<file path="src/rtl/vc_credit_tracker.sv">
// vc_credit_tracker: per-port, per-VC downstream credit accounting and VC
// ownership tracking for a router output stage. Every (port, VC) holds an
// IDLE/ACTIVE/DRAINING state and a credit counter; protocol violations set a
// sticky per-port error flag and the offending event is dropped.
module vc_credit_tracker #(
  parameter int NUM_PORTS = 5,
  parameter int NUM_VCS   = 4,
  parameter int BUF_DEPTH = 4,
  localparam int VCW = (NUM_VCS > 1) ? $clog2(NUM_VCS) : 1,
  localparam int CW  = $clog2(BUF_DEPTH + 1)
) (
  input  logic                             clk,
  input  logic                             reset,
  input  logic [NUM_PORTS-1:0]             alloc_valid,
  input  logic [NUM_PORTS*VCW-1:0]         alloc_vc,
  input  logic [NUM_PORTS-1:0]             send_valid,
  input  logic [NUM_PORTS*VCW-1:0]         send_vc,
  input  logic [NUM_PORTS-1:0]             send_tail,
  input  logic [NUM_PORTS-1:0]             credit_valid,
  input  logic [NUM_PORTS*VCW-1:0]         credit_vc,
  output logic [NUM_PORTS*NUM_VCS-1:0]     vc_available,
  output logic [NUM_PORTS*NUM_VCS-1:0]     credit_nonzero,
  output logic [NUM_PORTS*NUM_VCS*CW-1:0]  credit_count,
  output logic [NUM_PORTS-1:0]             error
);

  typedef enum logic [1:0] {
    IDLE     = 2'd0,
    ACTIVE   = 2'd1,
    DRAINING = 2'd2
  } vc_state_t;

  localparam logic [CW-1:0] FULL = CW'(BUF_DEPTH);

  vc_state_t      state_q [NUM_PORTS][NUM_VCS];
  vc_state_t      state_d [NUM_PORTS][NUM_VCS];
  logic [CW-1:0]  cnt_q   [NUM_PORTS][NUM_VCS];
  logic [CW-1:0]  cnt_d   [NUM_PORTS][NUM_VCS];
  logic [NUM_PORTS-1:0] err_q, err_d;

  logic hit_alloc  [NUM_PORTS][NUM_VCS];
  logic hit_send   [NUM_PORTS][NUM_VCS];
  logic hit_credit [NUM_PORTS][NUM_VCS];
  logic send_ok    [NUM_PORTS][NUM_VCS];
  logic credit_ok  [NUM_PORTS][NUM_VCS];

  // Decode per-VC events and decide which of them are legal this cycle.
  // A send paired with a credit on the same VC nets to zero, so it is legal
  // even at count 0, and the credit is legal even at a full count.
  always_comb begin
    for (int p = 0; p < NUM_PORTS; p++) begin
      for (int v = 0; v < NUM_VCS; v++) begin
        hit_alloc[p][v]  = alloc_valid[p]  && (alloc_vc[p*VCW +: VCW]  == VCW'(v));
        hit_send[p][v]   = send_valid[p]   && (send_vc[p*VCW +: VCW]   == VCW'(v));
        hit_credit[p][v] = credit_valid[p] && (credit_vc[p*VCW +: VCW] == VCW'(v));
        send_ok[p][v]    = hit_send[p][v] && (state_q[p][v] != IDLE) &&
                           ((cnt_q[p][v] != '0) || hit_credit[p][v]);
        credit_ok[p][v]  = hit_credit[p][v] && ((cnt_q[p][v] != FULL) || send_ok[p][v]);
      end
    end
  end

  // Next-state, counter and sticky error computation.
  always_comb begin
    err_d = err_q;
    for (int p = 0; p < NUM_PORTS; p++) begin
      for (int v = 0; v < NUM_VCS; v++) begin
        state_d[p][v] = state_q[p][v];
        cnt_d[p][v]   = cnt_q[p][v];

        if (hit_send[p][v] && !send_ok[p][v])
          err_d[p] = 1'b1;
        if (hit_credit[p][v] && !credit_ok[p][v])
          err_d[p] = 1'b1;
        if (hit_alloc[p][v] && (state_q[p][v] != IDLE))
          err_d[p] = 1'b1;

        if (send_ok[p][v] && !credit_ok[p][v])
          cnt_d[p][v] = cnt_q[p][v] - CW'(1);
        else if (credit_ok[p][v] && !send_ok[p][v])
          cnt_d[p][v] = cnt_q[p][v] + CW'(1);

        case (state_q[p][v])
          IDLE:     if (hit_alloc[p][v]) state_d[p][v] = ACTIVE;
          ACTIVE:   if (send_ok[p][v] && send_tail[p]) state_d[p][v] = DRAINING;
          default:  state_d[p][v] = state_q[p][v];
        endcase

        // A draining VC (including one that just saw its tail) is released
        // once every credit is back.
        if ((state_d[p][v] == DRAINING) && (cnt_d[p][v] == FULL))
          state_d[p][v] = IDLE;
      end
    end
  end

  // State registers; reset returns every VC to IDLE with a full credit pool.
  always_ff @(posedge clk) begin
    if (reset) begin
      err_q <= '0;
      for (int p = 0; p < NUM_PORTS; p++) begin
        for (int v = 0; v < NUM_VCS; v++) begin
          state_q[p][v] <= IDLE;
          cnt_q[p][v]   <= FULL;
        end
      end
    end else begin
      err_q <= err_d;
      for (int p = 0; p < NUM_PORTS; p++) begin
        for (int v = 0; v < NUM_VCS; v++) begin
          state_q[p][v] <= state_d[p][v];
          cnt_q[p][v]   <= cnt_d[p][v];
        end
      end
    end
  end

  // Outputs are pure decodes of the registered state.
  always_comb begin
    vc_available   = '0;
    credit_nonzero = '0;
    credit_count   = '0;
    for (int p = 0; p < NUM_PORTS; p++) begin
      for (int v = 0; v < NUM_VCS; v++) begin
        vc_available[p*NUM_VCS + v]           = (state_q[p][v] == IDLE);
        credit_nonzero[p*NUM_VCS + v]         = (cnt_q[p][v] != '0);
        credit_count[(p*NUM_VCS + v)*CW +: CW] = cnt_q[p][v];
      end
    end
  end

  assign error = err_q;

endmodule

</file>
<file path="config.mk">
export PLATFORM = sky130hd
export DESIGN_NAME = vc_credit_tracker
export DESIGN_NICKNAME = d
export VERILOG_FILES = /design/src/rtl/vc_credit_tracker.sv
export SDC_FILE = /design/constraint.sdc
export NUM_CORES = 1
export LEC_CHECK = 0
export ABC_AREA = 1
export CORE_ASPECT_RATIO = 0.6
export CORE_MARGIN = 1.5
export CORE_UTILIZATION = 40
export CTS_CLUSTER_DIAMETER = 100
export DETAILED_ROUTE_END_ITERATION = 8
export PLACE_DENSITY = 0.67
export SLEW_MARGIN = 40
export SYNTH_ARGS = -nofsm -noshare
export SYNTH_HDL_FRONTEND = slang
export SYNTH_SLANG_ARGS = --single-unit
</file>
<file path="constraint.sdc">
create_clock -name clk -period 2.3 [get_ports clk]
set_clock_uncertainty 0.15 [all_clocks]
set_input_delay 0.46 -clock clk [delete_from_list [all_inputs] [get_ports clk]]
set_output_delay 0.46 -clock clk [all_outputs]
set_load 0.005 [all_outputs]
</file>
==> out/metrics.cfg, run 1 <==
[outcome]
status=complete, no violations

[yosys]
netlist_area_um2=8068
synth-edff-count=0
synthArstFlopShare=0
syn_area_per_cell_um2=6.308
syn_nets=1391
syn_inst=1279
ys_warn_count=0
synth_ff_type=dfxtp_1
synth_cell_type_count=48
synth-seq-cells=105
ys_seq_area_frac=0.2605
synth_top_area_cell=dfxtp_1
synthTopCellsByArea=dfxtp_1 26%, nand2_1 14%, nand3_1 11%
synth_top_area_share=0.2605

[placed_design]
placed_area_um2=10260
pre_cts_slack_ns=-0.08956
dpl.hpwl_um=17360
portBuffers=156
place.gp.congestion=0.8519

[critical_path]
cp-start-kind=register
reg2reg_depth=13
worst_setup_path_end_kind=primary output
cp.arrival_ns=1.63
cp_max_fo=4
cp_data_required_time_ns=1.69
path_class=register to primary output

[sta]
fin_ws_ns=0.06259
fin_crit_sh=0.9728
hold_ws_ns=0.3546
rsz0062_at_grt=no
tightest_slew_ns=0.4509
clock.fmax_ghz=0.4469
drv_slew=0
finalHoldViolations=0
post-route-min-period_ns=2.237
setup_viol=0
fin_tns_setup_ns=0
slew_headroom=0.6980

[grt]
grt.total_usage=0.2017
met3_usage=0.03598
overflow=0
grt.met1_usage=0.3168
top_usage_layer=met1
grt_pass1_vias=7556
antenna_found_initial=0
grt_pass1_wl_um=35380
grt_max_degree=35
use_met2=0.2841

[cts]
clock_latency_ns=0.36
cts_made_buffers=9
clk_path_buf_depth=2
cts_root_buffer=clkbuf_16
cts_tree=built
path_clk_slew_ns=0.07
postCtsHoldBufs=0
htreeDepth=3
numClockSinks=105

[run]
cap_violations=0

[final_layout]
utilization=0.5555
final_area_um2=10760
final_cell_mix=297 x nand2_1, 216 x inv_1, 177 x nand3_1, 149 x clkdlybuf4s50_1, 119 x nor2_1
syn2layout_area_growth_pct=33.39
fillers=1908
drive_gt1_frac=0.1288
final_nets=1598
layout_commonest_cell=nand2_1
diodes=0

[pwr]
p_leak_nw=5.241
vdd_drop_max_mv=0.3283
power_density_nw_per_um2=465.0

[drt]
drt-total-wl_um=21630
route.detailed.drc=0
drtPass1Iterations=5
wl_per_cell_um=12.31
via_per_inst=4.977
num_vias=8745
drtAntennaViolNets=0
first_iter_violations=603

[floorplan]
start_util=0.4165
die_y_um=113.0
fp.dieW_um=186.3
rows=39
die_area_um2=21060
ioPinCount=157
coreArea_um2=19370

[worst_hold_path]
hp-class=register to register
holdPathStages=2

-- critical path, stage by stage (launching register included) --
cell and delay [ns]:
dfxtp_4 0.37, inv_1 0.07, ha_1 0.22, nand2_2 0.11, clkdlybuf4s50_1 0.51
-- Yosys cell counts (2+ instances only) --
cell type    n
nand2_1    308
ha_1        60
clkbuf_1     6
a211oi_1     3
or2_2        2
inv_2        6
o22ai_1      2
buf_2        2
o2111ai_1    2
inv_1      217
o21ai_2      4
nor2_2       5
nand3b_1     3
nor2_4       5
a21boi_0     3
a21oi_1     44
nor3_4       2
xor2_1       8
o211ai_1    10
or2_1        3
nand4_1     45
a22oi_1      2
o21ai_0     46
buf_1        2
dfxtp_1    105
nor3_1      22
nand3_1    177
nand4_4      2
xnor2_1      5
nand3_2     16
nor2_1     121
nand2_2      8
a31oi_1      2
o21ai_1     10
nand3_4      3
o31ai_1      3
clkbuf_2     4
-- registers in the layout (all words and copies together), names as in the netlist --
| register | flops |
|---|---|
| cnt_q | 60 |
| error | 5 |
| state_q | 40 |
-- stage by stage --
stage	total power [W]	instances
finish	0.005004	1757
global route	0.005320	1757
CTS	0.005027	1753
detailed placement	0.003352	1736
global placement	0.003333	1736
floorplan	0.002778	1279
-- cells by family after synthesis --
| group | after synthesis | share of synthesized area |
|---|---|---|
| fa+ha+maj | 60 | 0.09305 |
| buf+inv | 237 | 0.1112 |
| simple gates | 724 | 0.4190 |
| compound gates | 139 | 0.1008 |
| flops | 105 | 0.2605 |
| xor+xnor | 13 | 0.01411 |
| mux | 1 | 0.001241 |
-- final timing paths --
check / startpoint / endpoint / slack [ns]
min reg2reg: state_q[0][32] / state_q[0][32] / 0.35
max reg2reg: cnt_q[0][12] / state_q[0][8] / 0.42
max: cnt_q[0][54] / credit_nonzero[17] / 0.06
min: state_q[0][32] / state_q[0][32] / 0.35
-- power breakdown --
group / internal (W) / switching, W
Sequential: 0.00193 / 0.000106
Clock: 0.000913 / 0.000726
Combinational: 0.000629 / 0.000702
-- layout make-up --
class	instances	area [um2]	share of cell area
clock inverter	5	61.31	0.005697
tap	266	332.8	0.03093
timing repair buffer	210	1969	0.1830
multi-input combinational	937	5151	0.4787
clock buffer	11	252.7	0.02349
sequential	105	2157	0.2004
inverter	223	837.1	0.07778
-- timing repair --
action | 4_1_cts | 5_1_grt
resized for setup | 43 | 33
pin swaps | 0 | 2
setup buffers | 1 | 4
setup endpoints to repair | 19 | 18
-- routing by layer --
| metal | share of wire | up-vias |
|---|---|---|
| li1 | - | 4575 |
| met1 | 0.55 | 3935 |
| met2 | 0.39 | 227 |
| met3 | 0.059 | 8 |
| met4 | 0.0051 | 0 |
| met5 | 0 | - |
(Power assumes the default switching activity.)
==> run 2: changes to the inputs <==
- CORE_MARGIN: 1.5 -> 2
==> out/metrics.cfg, run 2 (synthesis gave the netlist of run 1 again) <==
[outcome]
status=complete, no violations

[final_layout]
drive_gt1_frac=0.1215
largest-register=cnt_q
diodes=0
syn2layout_area_growth_pct=32.97
final_cell_mix=297 x nand2_1, 214 x inv_1, 177 x nand3_1, 146 x clkdlybuf4s50_1, 120 x nor2_1
layout_commonest_cell=nand2_1
final_cells=1755
largest_reg_flops=60
register_area_um2=2148
multiInputGateArea_um2=5161
final_nets=1591
fillers=1968

[drt]
via_per_inst=4.911
route.detailed.drc=0
drtPass1Iterations=5
drtAntennaViolNets=0
drt-total-wl_um=22230
num_vias=8619
first_iter_violations=659
wl_per_cell_um=12.66

[placed_design]
place.gp.congestion=0.9082
portBuffers=156
pre_cts_slack_ns=-0.06551
dpl.hpwl_um=17490
placed_cells=1738

[cts]
cts_root_buffer=clkbuf_16
clk_path_buf_depth=2
cts_tree=built
path_clk_slew_ns=0.07
htreeDepth=3
numClockSinks=105
cts_made_buffers=9
clock_latency_ns=0.35

[critical_path]
cp.arrival_ns=1.63
worstSetupStartpoint=cnt_q[0][39]
timing.rr.end=state_q[0][37]
cp_data_required_time_ns=1.69
path_class=register to primary output
worst-r2r-setup-slack_ns=0.41
cp_max_fo=4
worst_setup_path_end_kind=primary output
r2r-start=cnt_q[0][54]
cp-start-kind=register
reg2reg_depth=13

[floorplan]
die_area_um2=21360
coreArea_um2=19870
start_util=0.4060
ioPinCount=157
fp.dieW_um=187.3
die_y_um=114.0
rows=40

[grt]
antenna_found_initial=0
grt_max_degree=50
grt.total_usage=0.2065
grt_pass1_wl_um=36690
overflow=0
grt_pass1_vias=7752

[run]
cap_violations=0

[sta]
finalHoldViolations=0
tightest_slew_ns=0.6421
clock.fmax_ghz=0.4468
slew_headroom=0.5719
post-route-min-period_ns=2.238
fin_ws_ns=0.06206
fin_crit_sh=0.9730
drv_slew=0
setup_viol=0

[pwr]
power_density_nw_per_um2=466.8
vdd_drop_max_mv=0.3289
p_leak_nw=5.205

[worst_hold_path]
holdPathStages=2
min_delay_worst_endpoint=state_q[0][32]
hp-class=register to register
hp-start=state_q[0][32]

## run 2: cell types whose count changed in the layout (fill, tap and decap cells not counted), sizes merged
cell           delta
clkdlybuf4s50     -3
clkinvlp          +1
buf               -7
dlymetal6s2s      +2
clkinv            -1
clkbuf            -2
inv               -1
dlygate4sd2       +1
bufinv            +1
## run 2: worst max-delay path: stages (launching register included)
cell,delay (ns)
dfxtp_4,0.37
inv_1,0.07
ha_2,0.21
nand2_2,0.11
clkdlybuf4s50_1,0.51
## run 2: worst max-delay path by stage
stage	to	slack, ns	cells past startpoint
after detailed placement	state_q[0][18]	-0.07	9
after floorplan	state_q[0][24]	0.60	14
after global routing	credit_nonzero[14]	-0.003	4
after CTS	credit_nonzero[11]	0.001	4
final	credit_nonzero[14]	0.06	4
after global placement	error[2]	-0.04	10
## run 2: through the flow
| stage | area, um2 | setup TNS, ns | hold WS, ns | utilization | total power (W) |
|---|---|---|---|---|---|
| 2_1_floorplan | 8068 | 0 | 0.3161 | - | 0.002778 |
| 3_3_place_gp | 10250 | -0.1864 | 0.3363 | 0.5158 | 0.003329 |
| 3_5_place_dp | 10250 | -0.7767 | 0.3339 | 0.5158 | 0.003342 |
| 4_1_cts | 10630 | 0 | 0.3437 | 0.5350 | 0.005046 |
| 5_1_grt | 10730 | -0.003196 | 0.3768 | 0.5399 | 0.005331 |
| 6_report | 10730 | 0 | 0.3432 | 0.5399 | 0.005008 |
## run 2: per-layer routing
metal / up-vias / part of all wire / GRT usage
met1: 3817 / 0.55 / 0.3167
li1: 4554 / - / -
met2: 232 / 0.38 / 0.2939
met4: 0 / 0.0079 / 0.03651
met3: 16 / 0.061 / 0.04523
met5: - / 0 / 0
## run 2: cell type report
cell class                      instances  area share
Inverter                              223     0.07803
Multi-Input combinational cell        937      0.4811
Tap cell                              273     0.03184
Timing Repair Buffer                  203      0.1802
Sequential cell                       105      0.2003
Clock inverter                          5    0.007581
Clock buffer                            9     0.02099
## run 2: report_power, final
group,internal [W],switching [W],leakage (nW)
Clock,0.000945,0.000703,0.148
Combinational,0.000624,0.000703,4.19
Sequential,0.00193,0.000104,0.871
Total,0.00350,0.00151,5.20
## run 2: timing repair
item	in CTS	in global routing
hold buffers	0	0
gates resized for setup	46	29
setup endpoints to repair	19	17
pin swaps	1	2
buffers inserted	1	2
